[src/rtl/hgw_sat_pkg.sv]
// Shared constants and helpers for the saturating round/shift pipeline.
//   RND_*      : rounding-mode encodings carried on in_rnd
//   sat_smax() : largest two's-complement value representable in w bits
//   sat_smin() : smallest two's-complement value representable in w bits
package hgw_sat_pkg;

  localparam logic [1:0] RND_TRUNC     = 2'd0;
  localparam logic [1:0] RND_HALF_UP   = 2'd1;
  localparam logic [1:0] RND_HALF_AWAY = 2'd2;

  function automatic longint sat_smax(input int unsigned w);
    return (longint'(1) << (w - 1)) - longint'(1);
  endfunction

  function automatic longint sat_smin(input int unsigned w);
    return -(longint'(1) << (w - 1));
  endfunction

endpackage

[src/rtl/hgw_sat_core.sv]
// Combinational saturator: clips an (I_W+1)-bit value to O_W bits.
//   r  : value to clip (two's complement when SIGNED != 0)
//   o  : clipped value
//   hi : value was clipped to the maximum
//   lo : value was clipped to the minimum (signed only)
module hgw_sat_core
  import hgw_sat_pkg::*;
#(
  parameter int unsigned I_W    = 16,
  parameter int unsigned O_W    = 15,
  parameter int unsigned SIGNED = 0
) (
  input  logic [I_W:0]   r,
  output logic [O_W-1:0] o,
  output logic           hi,
  output logic           lo
);

  localparam logic signed [I_W:0] SMAX = (I_W + 1)'(sat_smax(O_W));
  localparam logic signed [I_W:0] SMIN = (I_W + 1)'(sat_smin(O_W));

  // Clip against the signed range, or against any set bit above the output width.
  always_comb begin
    o  = r[O_W-1:0];
    hi = 1'b0;
    lo = 1'b0;
    if (SIGNED != 0) begin
      if ($signed(r) > SMAX) begin
        o  = O_W'(SMAX);
        hi = 1'b1;
      end else if ($signed(r) < SMIN) begin
        o  = O_W'(SMIN);
        lo = 1'b1;
      end
    end else if (|r[I_W:O_W]) begin
      o  = '1;
      hi = 1'b1;
    end
  end

endmodule

[src/rtl/hgw_sat_round_pipe.sv]
// Two-stage valid/ready pipeline: shift+round, then saturate to O_W bits,
// with a saturation event counter and sticky flag.
//   clk, rst              : clock, synchronous active-high reset
//   in_valid/in_ready     : input handshake; in_data, in_sh, in_rnd payload
//   out_valid/out_ready   : output handshake; out_data, out_sat_hi, out_sat_lo payload
//   sat_cnt, sat_sticky   : saturation status, cleared by clr
module hgw_sat_round_pipe
  import hgw_sat_pkg::*;
#(
  parameter int unsigned I_W    = 16,
  parameter int unsigned O_W    = 15,
  parameter int unsigned SIGNED = 0,
  parameter int unsigned SH_W   = 4,
  parameter int unsigned CNT_W  = 16
) (
  input  logic             clk,
  input  logic             rst,
  input  logic             in_valid,
  output logic             in_ready,
  input  logic [I_W-1:0]   in_data,
  input  logic [SH_W-1:0]  in_sh,
  input  logic [1:0]       in_rnd,
  output logic             out_valid,
  input  logic             out_ready,
  output logic [O_W-1:0]   out_data,
  output logic             out_sat_hi,
  output logic             out_sat_lo,
  output logic [CNT_W-1:0] sat_cnt,
  output logic             sat_sticky,
  input  logic             clr
);

  localparam int unsigned X_W = I_W + 1;

`ifdef RTL_SIM
  initial begin
    if (I_W <= O_W || (2 ** SH_W) > I_W) begin
      $display("ERROR: hgw_sat_round_pipe illegal parameters I_W=%0d O_W=%0d SH_W=%0d",
               I_W, O_W, SH_W);
      $finish;
    end
  end
`endif

  logic              s1_valid;
  logic [X_W-1:0]    s1_r;
  logic              s2_load;
  logic              s1_advance;
  logic [1:0]        mode;
  logic [X_W-1:0]    x_ext;
  logic [X_W-1:0]    half;
  logic [X_W-1:0]    sum;
  logic signed [X_W-1:0] sum_s;
  logic [X_W-1:0]    r_c;
  logic [O_W-1:0]    core_o;
  logic              core_hi;
  logic              core_lo;
  logic              sat_event;

  // Handshake: in_ready depends only on pipeline occupancy and out_ready.
  assign s2_load    = !out_valid || out_ready;
  assign s1_advance = s1_valid && s2_load;
  assign in_ready   = !rst && (!s1_valid || s1_advance);

  // Stage 1: one extra bit keeps the rounding add from overflowing.
  always_comb begin
    mode  = (in_rnd == 2'd3) ? RND_TRUNC : in_rnd;
    x_ext = (SIGNED != 0) ? {in_data[I_W-1], in_data} : {1'b0, in_data};
    half  = (in_sh == '0) ? '0 : (X_W'(1) << (in_sh - SH_W'(1)));
    sum   = x_ext;
    if (mode != RND_TRUNC) sum = sum + half;
    // Half-away pulls negative ties back so they round away from zero.
    if (mode == RND_HALF_AWAY && SIGNED != 0 && in_data[I_W-1]) sum = sum - X_W'(1);
    sum_s = sum;
    if (SIGNED != 0) r_c = sum_s >>> in_sh;
    else             r_c = sum >> in_sh;
  end

  hgw_sat_core #(
    .I_W    (I_W),
    .O_W    (O_W),
    .SIGNED (SIGNED)
  ) u_core (
    .r  (s1_r),
    .o  (core_o),
    .hi (core_hi),
    .lo (core_lo)
  );

  // Pipeline registers; a stage loads when empty or draining this cycle.
  always_ff @(posedge clk) begin
    if (rst) begin
      s1_valid   <= 1'b0;
      s1_r       <= '0;
      out_valid  <= 1'b0;
      out_data   <= '0;
      out_sat_hi <= 1'b0;
      out_sat_lo <= 1'b0;
    end else begin
      if (in_ready) begin
        s1_valid <= in_valid;
        if (in_valid) s1_r <= r_c;
      end
      if (s2_load) begin
        out_valid <= s1_valid;
        if (s1_valid) begin
          out_data   <= core_o;
          out_sat_hi <= core_hi;
          out_sat_lo <= core_lo;
        end
      end
    end
  end

  assign sat_event = out_valid && out_ready && (out_sat_hi || out_sat_lo);

  // Saturation status; clr wins over a same-cycle event, counter holds at max.
  always_ff @(posedge clk) begin
    if (rst || clr) begin
      sat_cnt    <= '0;
      sat_sticky <= 1'b0;
    end else if (sat_event) begin
      if (!(&sat_cnt)) sat_cnt <= sat_cnt + CNT_W'(1);
      sat_sticky <= 1'b1;
    end
  end

endmodule

[config.mk]
export PLATFORM = sky130hd
export DESIGN_NAME = hgw_sat_round_pipe
export DESIGN_NICKNAME = d
export VERILOG_FILES = /design/src/rtl/hgw_sat_pkg.sv /design/src/rtl/hgw_sat_core.sv /design/src/rtl/hgw_sat_round_pipe.sv
export SDC_FILE = /design/constraint.sdc
export NUM_CORES = 1
export LEC_CHECK = 0
export ABC_AREA = 1
export BUFFER_PORTS_ARGS = -buffer_cell sky130_fd_sc_hd__buf_2
export CAP_MARGIN = 20
export CORE_ASPECT_RATIO = 0.8
export CORE_UTILIZATION = 60
export CTS_CLUSTER_DIAMETER = 200
export DETAILED_ROUTE_END_ITERATION = 6
export GPL_ROUTABILITY_DRIVEN = 0
export PLACE_DENSITY = 0.83
export SLEW_MARGIN = 20
export SYNTH_ARGS = -nofsm -noshare
export SYNTH_HDL_FRONTEND = slang
export SYNTH_HIERARCHICAL = 1
export SYNTH_SLANG_ARGS = --single-unit
[constraint.sdc]
create_clock -name clk -period 5.75 [get_ports clk]
set_clock_uncertainty 0.2 [all_clocks]
set_input_delay 0.575 -clock clk [delete_from_list [all_inputs] [get_ports clk]]
set_output_delay 0.575 -clock clk [all_outputs]
set_load 0.05 [all_outputs]
==> summary.txt <==
====================================================================================
Antenna violations before repair                                                   0
I/O pin cnt                                                                       63
CTS sink count                                                                    53
Number of register bits inferred by synthesis                                     53
Ant. Diodes                                                                        0
Critical Path RT                                                             5800 ps
Launch point of the worst hold path                                         s1_r[14]
Final worst path period share                                                 69.79%
Post-CTS setup-driven buffer insertion count                                       0
Static Leakage                                                              2.436 nW
Clock-pin transition on the worst setup and hold timing paths                 100 ps
Maximum fanout along the worst path                                               20
Width of the chip                                                           95.96 um
Critical path start-end classification                                  input pin to flop
WHS Endpoint                                                                s1_r[14]
Count of flip-flops with a built-in enable after synthesis                         0
Number of nets in the final layout                                               808
Outcome                                                                 complete, no violations
Proportion of total power due to net switching                                36.67%
Master cell of the clock root buffer                                    sky130_fd_sc_hd__clkbuf_8
Final cell count without fillers                                                 851
Reg2reg setup slack                                                          3060 ps
Drt via density                                                                5.702
Total negative slack                                                            0 ps
Total routing resource utilization after global routing                       31.45%
Endpoint type of the worst setup path                                           flop
Post-synthesis cell area                                                    4238 um2
Number of buffers inserted for hold repair after clock tree synthesis              0
Number of warning messages in the yosys log                                        6
DRT iter0 DRCs                                                                   520
CTS Buf Count                                                                      5
Slew at the pin with the worst max-slew slack                               724.1 ps
Detailed-route wire length per cell                                         13.23 um
Number of cells traversed by the worst hold path                                   2
Highest ir drop seen on vdd                                                0.1267 mV
Final setup vio count                                                              0
Clock power share                                                              24.5%
Switching Power                                                             316.9 uW
Count of different cell masters after synthesis                                   51
Post-placement setup slack                                                   1574 ps
PD cells                                                                186.9 nW/um2
Async S/R FF share, synth                                                         0%
Post-route DRC                                                                     0
DP Cell Count                                                                    843
Final standard cell utilization of the core                                   67.43%
Unrepaired setup endpoints after global routing                                false
Yosys top cell by area                                                  sky130_fd_sc_hd__dfxtp_1
Peak Freq                                                                  249.2 MHz
Post-detail-place hpwl                                                       8891 um
Vias                                                                            4852
Initial Util                                                                  61.80%
Top cells by area in the synthesized netlist                            sky130_fd_sc_hd__dfxtp_1, sky130_fd_sc_hd__nand2_1, sky130_fd_sc_hd__nand3_1
Part of the total power dissipated in sequential elements                      45.2%
Row cnt                                                                           27
Max-slew violations                                                                0
Post-synth top flop                                                     sky130_fd_sc_hd__dfxtp_1
Fraction of post-synthesis cell area in the top cell type by area             25.04%
Vias in the first global route                                                  4166
Total number of H-tree levels                                                      2
Destination of the worst register-to-register timing path                    s1_r[1]
Reg-to-Reg Start                                                           out_valid
Most used standard cell by instance count after synthesis               sky130_fd_sc_hd__nand2_1
Number of detailed-routing iterations run before antenna repair                    6
Count of nets left with antenna violations after detail routing                    0
IO Port Bufs                                                                      62
Post-synth net total                                                             765
Setup crit start kind                                                      input pin
Worst-case clock buffer depth                                                      2
Pint                                                                        547.4 uW
Worst hold slack across all endpoints                                       274.1 ps
Area grow syn2layout                                                          9.123%
Tightest slew margin relative to the limit                                    51.55%
Clock latency on the worst-skew pair                                          310 ps
Overflow left after global routing                                                 0
Routed WL                                                                   11260 um
Max-cap viol count                                                                 0
Synthesized area per cell                                                  5.886 um2
Class of the tightest hold or removal check                             flop to flop
Clock period minus worst slack                                               4013 ps
Area of the core                                                            6858 um2
Number of hold violations in the final report                                      0
Share of layout cells above drive strength 1                                  11.39%
Y dimension of the die                                                      77.17 um
CTS tree                                                                        done
Depth of the worst register-to-register path                                       9
Portion of total power attributed to combinational logic                       30.3%
Die Outline Area                                                            7405 um2
First-pass GRT wire length                                                  18730 um
Critical path data arrival time                                              4060 ps
Part of the Yosys area used for sequential elements                           25.04%
Maximum number of pins on one net before global-route repair                      28
Resize count post-CTS                                                              0
Commonest cells in the netlist                                          sky130_fd_sc_hd__nand2_1, sky130_fd_sc_hd__nand3_1, sky130_fd_sc_hd__inv_1, sky130_fd_sc_hd__nor2_1, sky130_fd_sc_hd__dfxtp_1
Synthesized netlist cell count                                                   720
Worst Setup Slack, final                                                     1737 ps
====================================================================================
[flip-flops by register name, indices dropped and copies added (netlist names)]
register	flops
out_data	15
s1_r	17
s1_valid	1
sat_sticky	1
out_sat_lo	1
out_sat_hi	1
sat_cnt	16
out_valid	1
[power groups by stage]
| stage | clock network [mW] | registers [mW] | logic, mW |
|---|---|---|---|
| 2_1_floorplan | 0 | 0.428 | 0.171 |
| 3_3_place_gp | 0 | 0.399 | 0.250 |
| 3_5_place_dp | 0 | 0.399 | 0.255 |
| 4_1_cts | 0.212 | 0.391 | 0.256 |
| 5_1_grt | 0.228 | 0.393 | 0.289 |
| 6_report | 0.212 | 0.391 | 0.262 |
[cell type report]
class | instances | area (um2)
multi-input combinational | 540 | 2678
fill | 680 | 2233
sequential | 53 | 1061
inverter | 101 | 379.1
timing repair buffer | 62 | 310.3
tap | 87 | 108.9
clock buffer | 6 | 72.57
clock inverter | 2 | 15.01
[cells by family after synthesis]
| kind of cell | count (synthesis) | share of synthesized area [%] |
|---|---|---|
| compound gates | 80 | 10.72 |
| xor+xnor | 2 | 0.5906 |
| fa+ha+maj | 18 | 5.492 |
| buf+inv | 127 | 12.05 |
| flops | 53 | 25.04 |
| other cells | 2 | 0.1772 |
| simple gates | 438 | 45.94 |
[worst max-delay path, cell delays in order]
cell and delay (ps):
sky130_fd_sc_hd__buf_2 310, sky130_fd_sc_hd__clkinv_1 490, sky130_fd_sc_hd__nor2_1 390, sky130_fd_sc_hd__nand2_1 130, sky130_fd_sc_hd__nor2_1 180, sky130_fd_sc_hd__ha_1 210
sky130_fd_sc_hd__fa_1 220, sky130_fd_sc_hd__nand3_1 110, sky130_fd_sc_hd__nand2_1 150, sky130_fd_sc_hd__nand3_1 160, sky130_fd_sc_hd__nand3_1 140, sky130_fd_sc_hd__nand2_1 70
sky130_fd_sc_hd__nand2_1 60, sky130_fd_sc_hd__nand2_1 110, sky130_fd_sc_hd__nand2_1 160, sky130_fd_sc_hd__nand4_1 180, sky130_fd_sc_hd__nor2_1 200, sky130_fd_sc_hd__nor2_1 60
sky130_fd_sc_hd__a21boi_1 160
[how the worst max path moves through the flow]
stage,from,end,slack (ps),cells after the start
after floorplan,in_sh[2],s1_r[5],2600,21
after global placement,in_sh[0],s1_r[7],1700,19
after detailed placement,in_sh[0],s1_r[7],1570,19
after CTS,in_sh[0],s1_r[7],1850,19
after global routing,in_sh[0],s1_r[7],1400,19
final,in_sh[0],s1_r[7],1740,19
[metal layers]
| layer | track usage, % | vias to the layer above | part of all wire (%) |
|---|---|---|---|
| li1 | - | 2402 | - |
| met1 | 46.29 | 2210 | 46 |
| met2 | 48.64 | 233 | 44 |
| met3 | 4.960 | 7 | 9.6 |
| met4 | 5.224 | 0 | 0.59 |
| met5 | 0 | - | 0 |
[layout by cell type (no fill, tap or decap), types with 3 or more instances in the layout]
master and instances:
sky130_fd_sc_hd__o21ai_0 24, sky130_fd_sc_hd__nor3_1 4, sky130_fd_sc_hd__a31oi_1 3, sky130_fd_sc_hd__nand3_1 128, sky130_fd_sc_hd__clkbuf_8 5, sky130_fd_sc_hd__buf_2 62, sky130_fd_sc_hd__dfxtp_1 53, sky130_fd_sc_hd__or2_2 4
sky130_fd_sc_hd__nand4_1 5, sky130_fd_sc_hd__ha_1 17, sky130_fd_sc_hd__nand2_1 181, sky130_fd_sc_hd__nor2_1 94, sky130_fd_sc_hd__a21oi_1 36, sky130_fd_sc_hd__nor4_1 3, sky130_fd_sc_hd__inv_1 98, sky130_fd_sc_hd__o21ai_1 3
[through the flow]
step,instance area [um2],power [mW]
floorplan,4238,0.5987
global placement,4526,0.6484
detailed placement,4526,0.6538
CTS,4613,0.8585
global route,4624,0.9107
finish,4624,0.8643
Power figures use the tool's default switching activity.
